### src/rtl/mouse_pkg.sv
// Shared types for the mouse click tracker: event encoding, the queued event record
// and a width helper.
package mouse_pkg;

    typedef enum logic [1:0] {
        EV_NONE    = 2'd0,
        EV_PRESS   = 2'd1,
        EV_RELEASE = 2'd2,
        EV_DOUBLE  = 2'd3
    } ev_type_t;

    // Event fields are sized for the largest supported configuration; the top slices them down.
    localparam int EV_BTN_MAX_W  = 4;
    localparam int EV_CELL_MAX_W = 12;

    typedef struct packed {
        logic [EV_BTN_MAX_W-1:0]  btn;
        ev_type_t                 ev_type;
        logic [EV_CELL_MAX_W-1:0] col;
        logic [EV_CELL_MAX_W-1:0] row;
        logic                     in_grid;
    } mouse_event_t;

    function automatic int clog2_min1(input int n);
        return (n <= 1) ? 1 : $clog2(n);
    endfunction

endpackage

### src/rtl/mouse_btn_debounce.sv
// One button channel: debounce, edge classification and (with MOUSE_DBL_CLICK_EN)
// the double-click window measured from the debounced release.
module mouse_btn_debounce
    import mouse_pkg::*;
#(
    parameter int DEBOUNCE_CYC  = 100000,
    parameter int DBL_CLICK_CYC = 25000000
) (
    input  logic     clk,
    input  logic     rst_n,
    input  logic     btn_sync,
    output logic     level,
    output logic     edge_fire,
    output ev_type_t edge_type
);

    localparam int DB_W = clog2_min1(DEBOUNCE_CYC);

    logic [DB_W-1:0] db_cnt;
    logic            flip_now;
    logic            rise_now;
    logic            fall_now;
    logic            dbl_hit;

    // The sample that completes DEBOUNCE_CYC differing samples flips the level on this edge.
    assign flip_now = (btn_sync != level) && (db_cnt == DB_W'(DEBOUNCE_CYC - 1));
    assign rise_now = flip_now && btn_sync;
    assign fall_now = flip_now && !btn_sync;

    always_ff @(posedge clk or negedge rst_n) begin
        if (!rst_n) begin
            level     <= 1'b0;
            db_cnt    <= '0;
            edge_fire <= 1'b0;
            edge_type <= EV_NONE;
        end else begin
            edge_fire <= rise_now || fall_now;
            if (rise_now) begin
                edge_type <= dbl_hit ? EV_DOUBLE : EV_PRESS;
            end else if (fall_now) begin
                edge_type <= EV_RELEASE;
            end
            if (btn_sync == level) begin
                db_cnt <= '0;
            end else if (flip_now) begin
                level  <= btn_sync;
                db_cnt <= '0;
            end else begin
                db_cnt <= db_cnt + DB_W'(1);
            end
        end
    end

`ifdef MOUSE_DBL_CLICK_EN
    localparam int WIN_W = $clog2(DBL_CLICK_CYC + 1);

    logic             armed;
    logic [WIN_W-1:0] win_cnt;

    assign dbl_hit = armed && (win_cnt < WIN_W'(DBL_CLICK_CYC));

    // Counter only runs while armed and disarms on reaching the limit, so it never wraps.
    always_ff @(posedge clk or negedge rst_n) begin
        if (!rst_n) begin
            armed   <= 1'b0;
            win_cnt <= '0;
        end else if (fall_now) begin
            armed   <= 1'b1;
            win_cnt <= '0;
        end else if (rise_now) begin
            armed   <= 1'b0;
        end else if (armed) begin
            win_cnt <= win_cnt + WIN_W'(1);
            if (win_cnt == WIN_W'(DBL_CLICK_CYC - 1)) begin
                armed <= 1'b0;
            end
        end
    end
`else
    localparam int unused_dbl_click_cyc = DBL_CLICK_CYC;
    assign dbl_hit = 1'b0;
`endif

endmodule

### src/rtl/mouse_click_tracker.sv
// Mouse click tracker: registered pointer-to-cell mapping, per-button debounce and a small
// event FIFO. Define MOUSE_DBL_CLICK_EN to classify quick re-presses as EV_DOUBLE.
module mouse_click_tracker
    import mouse_pkg::*;
#(
    parameter int XW            = 12,
    parameter int YW            = 12,
    parameter int N_BTN         = 2,
    parameter int DEBOUNCE_CYC  = 100000,
    parameter int DBL_CLICK_CYC = 25000000,
    parameter int GRID_X0       = 0,
    parameter int GRID_Y0       = 0,
    parameter int CELL_LOG2     = 5,
    parameter int GRID_COLS     = 16,
    parameter int GRID_ROWS     = 16,
    parameter int FIFO_DEPTH    = 4
) (
    input  logic                                clk,
    input  logic                                rst_n,
    input  logic [XW-1:0]                       xpos,
    input  logic [YW-1:0]                       ypos,
    input  logic [N_BTN-1:0]                    btn,
    output logic [N_BTN-1:0]                    btn_level,
    output logic [clog2_min1(GRID_COLS)-1:0]    cur_col,
    output logic [clog2_min1(GRID_ROWS)-1:0]    cur_row,
    output logic                                cur_in_grid,
    output logic                                ev_valid,
    input  logic                                ev_ready,
    output logic [clog2_min1(N_BTN)-1:0]        ev_btn,
    output ev_type_t                            ev_type,
    output logic [clog2_min1(GRID_COLS)-1:0]    ev_col,
    output logic [clog2_min1(GRID_ROWS)-1:0]    ev_row,
    output logic                                ev_in_grid,
    output logic                                overflow
);

    localparam int COL_W = clog2_min1(GRID_COLS);
    localparam int ROW_W = clog2_min1(GRID_ROWS);
    localparam int BTN_W = clog2_min1(N_BTN);
    localparam int PTR_W = $clog2(FIFO_DEPTH);

    logic [XW-1:0]    x_r;
    logic [YW-1:0]    y_r;
    logic [N_BTN-1:0] btn_r;
    logic [XW:0]      dx, col_full;
    logic [YW:0]      dy, row_full;
    logic             map_in;

    // A borrow out of the widened subtraction marks a pointer left of / above the grid.
    assign dx       = {1'b0, x_r} - (XW+1)'(GRID_X0);
    assign dy       = {1'b0, y_r} - (YW+1)'(GRID_Y0);
    assign col_full = dx >> CELL_LOG2;
    assign row_full = dy >> CELL_LOG2;
    assign map_in   = !dx[XW] && !dy[YW] &&
                      (col_full < (XW+1)'(GRID_COLS)) && (row_full < (YW+1)'(GRID_ROWS));

    always_ff @(posedge clk or negedge rst_n) begin
        if (!rst_n) begin
            x_r         <= '0;
            y_r         <= '0;
            btn_r       <= '0;
            cur_col     <= '0;
            cur_row     <= '0;
            cur_in_grid <= 1'b0;
        end else begin
            x_r         <= xpos;
            y_r         <= ypos;
            btn_r       <= btn;
            cur_col     <= map_in ? col_full[COL_W-1:0] : '0;
            cur_row     <= map_in ? row_full[ROW_W-1:0] : '0;
            cur_in_grid <= map_in;
        end
    end

    logic [N_BTN-1:0] fire;
    ev_type_t         fire_type [N_BTN];

    for (genvar g = 0; g < N_BTN; g++) begin : g_btn
        mouse_btn_debounce #(
            .DEBOUNCE_CYC  (DEBOUNCE_CYC),
            .DBL_CLICK_CYC (DBL_CLICK_CYC)
        ) u_debounce (
            .clk       (clk),
            .rst_n     (rst_n),
            .btn_sync  (btn_r[g]),
            .level     (btn_level[g]),
            .edge_fire (fire[g]),
            .edge_type (fire_type[g])
        );
    end

    logic [N_BTN-1:0] pend_v;
    mouse_event_t     pend_ev [N_BTN];
    logic [N_BTN-1:0] grant;
    logic [BTN_W-1:0] sel;
    logic             push_v;
    logic             ovf_hit;

    // Fixed priority: scanning downward leaves the lowest pending index granted.
    always_comb begin
        sel    = '0;
        push_v = 1'b0;
        grant  = '0;
        for (int i = N_BTN - 1; i >= 0; i--) begin
            if (pend_v[i]) begin
                sel    = BTN_W'(i);
                push_v = 1'b1;
                grant  = '0;
                grant[i] = 1'b1;
            end
        end
    end

    assign ovf_hit = |(fire & pend_v & ~grant);

    always_ff @(posedge clk or negedge rst_n) begin
        if (!rst_n) begin
            pend_v <= '0;
            for (int i = 0; i < N_BTN; i++) pend_ev[i] <= '0;
        end else begin
            for (int i = 0; i < N_BTN; i++) begin
                if (fire[i]) begin
                    pend_v[i]  <= 1'b1;
                    pend_ev[i] <= '{btn:     EV_BTN_MAX_W'(i),
                                    ev_type: fire_type[i],
                                    col:     EV_CELL_MAX_W'(cur_col),
                                    row:     EV_CELL_MAX_W'(cur_row),
                                    in_grid: cur_in_grid};
                end else if (grant[i]) begin
                    pend_v[i] <= 1'b0;
                end
            end
        end
    end

    // Handshake: ev_valid flags a queued head; it leaves on any clock edge where
    // ev_valid && ev_ready, and the head fields are held while ev_valid && !ev_ready.
    mouse_event_t     mem [FIFO_DEPTH];
    mouse_event_t     head;
    logic [PTR_W-1:0] wr_ptr, rd_ptr;
    logic [PTR_W:0]   count;
    logic             pop, full, push_ok, drop;
    logic             unused_head;

    assign pop     = ev_valid && ev_ready;
    assign full    = (count == (PTR_W+1)'(FIFO_DEPTH));
    assign push_ok = push_v && (!full || pop);
    assign drop    = push_v && full && !pop;

    always_ff @(posedge clk or negedge rst_n) begin
        if (!rst_n) begin
            wr_ptr   <= '0;
            rd_ptr   <= '0;
            count    <= '0;
            overflow <= 1'b0;
            for (int i = 0; i < FIFO_DEPTH; i++) mem[i] <= '0;
        end else begin
            if (push_ok) begin
                mem[wr_ptr] <= pend_ev[sel];
                wr_ptr      <= wr_ptr + PTR_W'(1);
            end
            if (pop) rd_ptr <= rd_ptr + PTR_W'(1);
            count <= count + (PTR_W+1)'(push_ok) - (PTR_W+1)'(pop);
            if (drop || ovf_hit) overflow <= 1'b1;
        end
    end

    assign head        = mem[rd_ptr];
    assign unused_head = ^head;
    assign ev_valid    = (count != '0);
    assign ev_btn      = head.btn[BTN_W-1:0];
    assign ev_type     = head.ev_type;
    assign ev_col      = head.col[COL_W-1:0];
    assign ev_row      = head.row[ROW_W-1:0];
    assign ev_in_grid  = head.in_grid;

endmodule

### config.mk
export PLATFORM = sky130hd
export DESIGN_NAME = mouse_click_tracker
export DESIGN_NICKNAME = d
export VERILOG_FILES = /design/src/rtl/mouse_pkg.sv /design/src/rtl/mouse_btn_debounce.sv /design/src/rtl/mouse_click_tracker.sv
export SDC_FILE = /design/constraint.sdc
export NUM_CORES = 1
export LEC_CHECK = 0
export ABC_CLOCK_PERIOD_IN_PS = 2800
export CORE_MARGIN = 2
export CORE_UTILIZATION = 57
export DETAILED_ROUTE_END_ITERATION = 8
export HOLD_SLACK_MARGIN = 0.06
export PLACE_DENSITY = 0.79
export SKIP_CTS_REPAIR_TIMING = 1
export SYNTH_ARGS = -nofsm -noshare
export SYNTH_HDL_FRONTEND = slang
export SYNTH_HIERARCHICAL = 1
export SYNTH_SLANG_ARGS = --single-unit
export TNS_END_PERCENT = 10
### constraint.sdc
create_clock -name clk -period 2.8 [get_ports clk]
set_input_delay 0.56 -clock clk [delete_from_list [all_inputs] [get_ports clk]]
set_output_delay 0.56 -clock clk [all_outputs]
set_load 0.01 [all_outputs]
==> run summary, run 1 <==
The flow ran to the end, and the final reports show no timing, DRC or antenna violations. The number of antenna diodes in the final layout is 0. The fraction of the mapped netlist area in compound gates was 0.0169; the die span in x was 109 um. In this run the worst hold path is classified as flop to flop. The worst slew margin relative to its limit was 0.543. The share of flip-flops with an asynchronous set or reset after synthesis was 1.00; the detailed-route wire length on metal 1 was 5190 um. Along the worst path, the maximum fanout reaches 14. The floorplan step defined a die boundary enclosing 11,900 um^2. The tools report the maximum number of pins on one net before global-route repair as 72.

TritonCTS built the clock tree. In this run the static leakage power is 0.00351 uW. The post-synthesis sequential area ratio came out at 0.588. The number of global-route vias before repair came out at 3,958. After floorplanning, the core was divided into 38 placement rows. In the post-synthesis netlist, the biggest area contributors are dfrtp_1, mux2_2, mux4_2. The clock share of power is 0.464, and the wire length reported by the detailed router is 11,500 um. The clock-pin slew on the worst setup and hold paths is 60 ps. The logs give 188 for the number of design-rule violations left by the first detailed-router iteration and 0.677 mV for the worst vdd rail ir drop. Max-cap violations in this run came to 0. In this run the remaining antenna-violating nets after routing total 0. The tools report the post-route clock skew as 4.27 ps. The highest layer touched by signal routing is met4. After global routing the overflow that remains totals 0.

The largest total area in the synthesized netlist belongs to dfrtp_1. Clock tree synthesis found a total of 148 sinks. The smallest hold slack is 454 ps. The tools report the number of iterations in the first detailed-routing pass as 4.

The worst min-delay path endpoint was cur_col[2]$_DFF_PN0_. The length in cells of the worst reg-to-reg path works out to 10. The kind of capture point of the worst setup path is an output pin.

At the worst endpoint, the required time is 2240 ps. The final standard cell utilization of the core was 0.697; the cell area power density was 664 nW/um^2. By area, the combinational part of the netlist is dominated by multiplexers.

The per-instance average area after synthesis is 14.3 um^2, and the count of endpoints failing setup in the final report is 0. STA classifies the critical path startpoint as a flop. The final standard cell area without fillers is 7530 um^2, and the accumulated negative setup slack is 0 ps. The later pin in the worst-skew pair is clocked with a latency of 530 ps. The area growth from synthesis to final layout is 19.4%, and the number of vias per cell is 5.65. Static timing analysis puts the maximum clock frequency at 369 MHz. In the final routed layout, each cell accounts on average for 17.5 um. The number of nets in the synthesized netlist is 479. The worst hold path depth was 1. Endpoint of the lowest-slack register-to-register path: count[2]$_DFF_PN0_. The post-synthesis adder-cell area fraction was 0.0191. Yosys instantiated no cell more often than dfrtp_1. Flop and latch count out of synthesis: 148.

The kind of critical path was flop to output pin. After detailed routing, the met3 layer carries 422 um of wire. The logs give 45 for the unique cell type count in the Yosys netlist and 6300 um^2 for the cell area after technology mapping. The run gives 0 as the number of max-slew violations in the final report. The initial core utilization is 0.584, and the relative contribution of combinational cells to total power is 0.076. The proportion of layout cells with a drive suffix above 1 was 0.319. Routability-driven placement finished with a final weighted congestion of 0.780.

The basic-gate share of the synthesized area counting and, or, nand and nor cells was 0.113. XOR/XNOR share of the synthesized area: 0.0431. In this run the number of H-tree levels came out at 4. The run gives 3,692 as the via count of the routed design.

The run gives 539 as the final layout net count. Filler cell count: 733. The first global-routing pass estimated 19,500 um of wire. The top-area cell type share of the netlist area came out at 0.588. Total track usage: 0.220. The hold path startpoint is x_r[7]$_DFF_PN0_. For this design the total switching power over the nets is 1130 uW.

Port buffering added 43 buffers. For the pin with the worst max-slew slack, the measured transition is 682 ps. The minimum setup slack among reg-to-reg paths is 420 ps. The routed design could run at a clock period as short as 2710 ps. Synthesis produced 441 cells.

The die is 109 um tall. In this run the critical register-to-register path is launched from count[1]$_DFF_PN0_. The clock passes through at most 2 buffers. The ratio of final minimum period to clock period works out to 0.967. Counting the buffers created by CTS gives 17. The internal power of the cells totals 3870 uW.

For the worst setup path, the data arrival time is 2150 ps. Setup repair after global routing left no endpoint under its margin. The core region is 10,800 um^2. The placed instance area was 6900 um^2; the initial antenna violation count was 0.

The buffer cell driving the clock tree root was clkbuf_8. For this run, design rule violations remaining after detail routing come to 0. The part of the power in registers was 0.460. The hold violation count in the final report came out at 0. For this run, the number of Yosys warnings is 6. In this run, synthesis inferred 0 flip-flops with an integrated enable.

The proportion of total power due to net switching works out to 0.226. After detailed routing, the met2 layer carries 5700 um of wire. Detailed placement finished with a half-perimeter wire length of 7400 um. Pin placement for this block handled 54 I/O pins. The share of cell area taken by muxes after synthesis came out at 0.200.

The commonest cells after synthesis are dfrtp_1, mux2_2, nor2_1. In the synthesized netlist the dominant register cell turns out to be dfrtp_1.
## kinds of logic after synthesis
family,Yosys count
compound gates,16
simple gates,114
fa+ha+maj,9
mux,100
flops,148
xor+xnor,31
buf+inv,23
## power by group through the flow
stage | clock (uW) | sequential [uW] | combinational, uW
2_1_floorplan | 0 | 2290 | 272
3_3_place_gp | 0 | 2330 | 374
3_5_place_dp | 0 | 2330 | 382
4_1_cts | 2390 | 2290 | 385
5_1_grt | 2470 | 2310 | 427
6_report | 2320 | 2300 | 379
## metrics by stage
step	setup WS, ps	power (uW)	instances
3_3_place_gp	-46.1	2700	621
5_1_grt	9.46	5210	654
3_5_place_dp	-81.3	2710	621
6_report	93.4	5000	654
4_1_cts	-19.2	5060	653
2_1_floorplan	533	2560	441
## layout make-up
| class | count | area [um^2] | area share |
|---|---|---|---|
| Clock inverter | 13 | 181 | 0.0241 |
| Tap cell | 140 | 175 | 0.0233 |
| Multi-Input combinational cell | 270 | 2470 | 0.328 |
| Inverter | 8 | 30.0 | 0.00399 |
| Sequential cell | 148 | 3700 | 0.492 |
| Clock buffer | 19 | 432 | 0.0574 |
| Timing Repair Buffer | 56 | 536 | 0.0712 |
## worst max-delay path: stages (launching register included)
cell and delay [ps]:
dfrtp_1 340, buf_6 220, mux4_2 550, clkdlybuf4s50_1 500
## how the worst max path moves through the flow
| stage | from | to | slack (ps) |
|---|---|---|---|
| finish | rd_ptr[0]$_DFFE_PN0P_ | ev_col[0] | 90 |
| global route | rd_ptr[0]$_DFFE_PN0P_ | ev_col[0] | 9 |
| CTS | rd_ptr[0]$_DFFE_PN0P_ | ev_in_grid | -20 |
| detailed placement | ev_ready | count[2]$_DFF_PN0_ | -80 |
| global placement | ev_ready | count[2]$_DFF_PN0_ | -50 |
| floorplan | ev_ready | count[2]$_DFF_PN0_ | 530 |
## placed cells by master (no fill, tap or decap), drive strengths merged, types with 4 or more instances in the layout
master         instances
nand4                 12
dfrtp                148
nand2                 15
ha                     8
buf                   13
xor2                  19
or3                    5
mux2                  86
nor4                   4
bufinv                 4
and4                   6
xnor2                 12
nor3                   5
clkinv                 6
o21ai                  4
and2                  11
nor3b                  4
a21oi                  6
nor2                  28
inv                    9
nand3                  8
clkdlybuf4s50         42
mux4                  12
clkbuf                19
## layer usage
| layer | vias to the layer above | global-route usage |
|---|---|---|
| met5 | - | 0 |
| met1 | 1918 | 0.291 |
| met4 | 0 | 0.0925 |
| met3 | 15 | 0.0640 |
| met2 | 67 | 0.343 |
| li1 | 1692 | - |
## registers in the layout, indices dropped and copies added (netlist names)
register	cells
mem	48
g_btn.u_debounce/edge_type	4
cur_col	4
cur_in_grid	1
cur_row	4
g_btn.u_debounce/db_cnt	34
btn_r	2
y_r	7
pend_ev	23
x_r	7
rd_ptr	2
g_btn.u_debounce/level	2
count	3
wr_ptr	2
overflow	1
g_btn.u_debounce/edge_fire	2
pend_v	2
Power figures use the tool's default switching activity.
==> inputs of run 2 (changes only) <==
- ABC_CLOCK_PERIOD_IN_PS: 2800 -> 2300
- CAP_MARGIN: unset -> 20
- CORE_UTILIZATION: 57 -> 52
- PLACE_DENSITY: 0.79 -> unset
- PLACE_DENSITY_LB_ADDON: unset -> 0.15
- clock period: 2.8 -> 2.3 ns (I/O delays scaled with it)
==> run 2 against run 1 <==
  * Flip-flop and latch count is the same
  * Critical path type unchanged
  * Core utilization shrank 6.0 points
  * Combinational power grew 49%
  * Setup slack lost 3.3 ps
  * Final cell count grew 1.8%
  * Via count shrank 2.2%
  * Largest power group is now sequential cells
  * Routed wire length shrank 3.5%
  * Register-to-register slack lost 270 ps
  * Global-route usage shrank 2.7 points
  * Critical path depth shrank 1
  * Non-clock buffer count grew 6
==> run summary, run 2 (synthesis results as in run 1) <==
The maximum frequency from static timing analysis is 453 MHz. The proportion of layout cells with a drive suffix above 1 was 0.320; the number of port buffers was 43. In this run the vertical extent of the chip is 114 um. Class of the tightest hold or removal check: primary input to asynchronous set/reset pin. The floorplan has 40 rows. The number of levels the H-tree was split into is 4, and the initial antenna violation count is 0. Entering global routing, the biggest net connects 66 pins. The library cells used most frequently in the layout, excluding fill and tap cells, are dfrtp_1, mux2_2, clkdlybuf4s50_1, nor2_1, xor2_1. The final layout contains 545 nets. The worst register-to-register path has a setup slack of 150 ps.

The ratio of final minimum period to clock period was 0.961. In this run, the number of DRC markers left after iteration 0 of detailed routing was 128. The finished cells cover 7590 um^2. The logs give 4 for the number of iterations in the first detailed-routing pass and 0.529 for the initial core utilization. For the worst-skew pair, the clock arrives at the later sink with an insertion delay of 420 ps. The most critical setup path has its endpoint at ev_valid.

The placed instances occupy a cell area of 6980 um^2. Along the worst path, the maximum fanout reaches 5. For the worst setup path, the data arrival time is 1750 ps. The first global-routing pass estimated 19,000 um of wire. The number of antenna diodes in the final layout is 0. Count of nets left with antenna violations after detail routing: 0. The run gives 0 ps as the accumulated negative setup slack. The number of global-route vias before repair is 3,802.

The area of the die is 13,000 um^2. The kind of cell with the highest combined delay along the critical path is buffers and inverters. The register with the most flip-flops in the layout has 48 of them. The buffering stage count on the worst path with inverters included is 1, and the post-route clock skew is 5.31 ps.

The slowest stage of the critical path belongs to the cell clkdlybuf4s50_1. The per-cell routed wire length is 16.6 um, and the total track usage is 0.193. The smallest hold slack was 29.2 ps; the via count of the routed design was 3,609.

The total area inside the core boundary comes to 11,900 um^2. Setup repair after global routing could not meet its margin everywhere. The library cell used most frequently in the layout, excluding fill and tap cells, is dfrtp_1. The critical path launch point type was a flop. For the post-detailed-route DRC marker count, the log shows 0. The worst setup path is captured at an output pin.

For the worst slew margin relative to its limit, the log shows 0.580. The number of violations of the max-capacitance limit came out at 0. Launching element of the worst setup path: count[1]$_DFF_PN0_. The worst setup path is of the flop to output pin kind.

The largest registers in the layout are mem (48), g_btn.u_debounce/db_cnt (34), pend_ev (23). The register with the most flip-flops was mem. The number of max-slew violations in the final report is 0, and the count of cell instances traversed by the critical path is 2. The hold violation count in the final report was 0. The area growth from synthesis to final layout came out at 20.4%.

Using the TritonRoute via totals, the vias-per-cell ratio works out to 5.42. The worst register-to-register path ends at count[2]$_DFF_PN0_. The count of clock tree sinks is 148.

At the worst endpoint, the required time is 1840 ps. The final critical delay including setup and external delays is 2210 ps. The tools report the reg-to-reg startpoint as count[1]$_DFF_PN0_. The wire-length estimate of the detail-placed layout is 7270 um. Cell area power density: 779 nW/um^2. The die span in x was 114 um.

The signal on the critical path passes through or3_1 > clkdlybuf4s50_1. TritonCTS built the clock tree. 54 I/O pins were placed. The static leakage power was 0.00376 uW. Buffers inserted during clock tree synthesis total 17. Routability-driven placement finished with a final weighted congestion of 0.744. Clock-pin slew was measured on the worst setup and hold paths at 50 ps.

The run finished with clean final reports. The tools report the buffer cell driving the clock tree root as clkbuf_16. The largest stage delay on the critical path was 490 ps; the wire length reported by the detailed router was 11,100 um. The total congestion overflow came out at 0. Setup violations remaining at the end of the flow were counted as 0. VDD sags by at most 0.513 mV. The length in cells of the worst reg-to-reg path is 10. The transition time at the pin with the least slew margin was 630 ps.

In this run the deepest clock path goes through 2 buffers.
run 2: cell type report:
| class | count | area, um^2 |
|---|---|---|
| clock buffers | 27 | 513 |
| clock inverters | 4 | 45.0 |
| fillers | 930 | 4330 |
| inverters | 8 | 30.0 |
| multi-input cells | 270 | 2470 |
| flip-flops and latches | 148 | 3700 |
| well taps | 147 | 184 |
| repair buffers | 62 | 642 |
run 2: metal layers:
metal | vias up | track usage | part of all wire
met3 | 17 | 0.0529 | 0.043
li1 | 1700 | - | -
met4 | 0 | 0.0756 | 0.016
met2 | 71 | 0.302 | 0.48
met1 | 1821 | 0.261 | 0.46
met5 | - | 0 | 0
run 2: worst min-delay path by stage:
stage                                                to  cells past startpoint
5_1_grt        g_btn[1].u_debounce/db_cnt[15]$_DFF_PN0_                      1
3_5_place_dp                       cur_col[1]$_DFF_PN0_                      1
6_report       g_btn[1].u_debounce/db_cnt[13]$_DFF_PN0_                      1
3_3_place_gp                       cur_col[2]$_DFF_PN0_                      1
4_1_cts        g_btn[1].u_debounce/db_cnt[13]$_DFF_PN0_                      1
2_1_floorplan                        btn_r[0]$_DFF_PN0_                      0
run 2: stage by stage:
step	cells	total power, uW	util	worst slack (ps)
6_report	666	5910	0.637	90.1
5_1_grt	666	6170	0.637	-26.5
4_1_cts	666	5960	0.633	-226
3_5_place_dp	635	3360	0.586	-307
3_3_place_gp	635	3340	0.586	-215
2_1_floorplan	441	3120	-	70.3
run 2: worst register-to-register path, cell delays in order (launching register included):
cell	delay, ps
dfrtp_2	460
nor4b_4	310
nor2_1	90
inv_1	70
ha_1	220
inv_1	60
ha_1	140
inv_1	50
fa_1	380
xnor2_1	150
xnor2_1	120
run 2: power by group:
part           leakage [uW]  internal [uW]  switching [uW]
clock              0.000277           1620             962
combinational       0.00147            300             266
sequential          0.00201           2680            76.1
total               0.00376           4600            1300
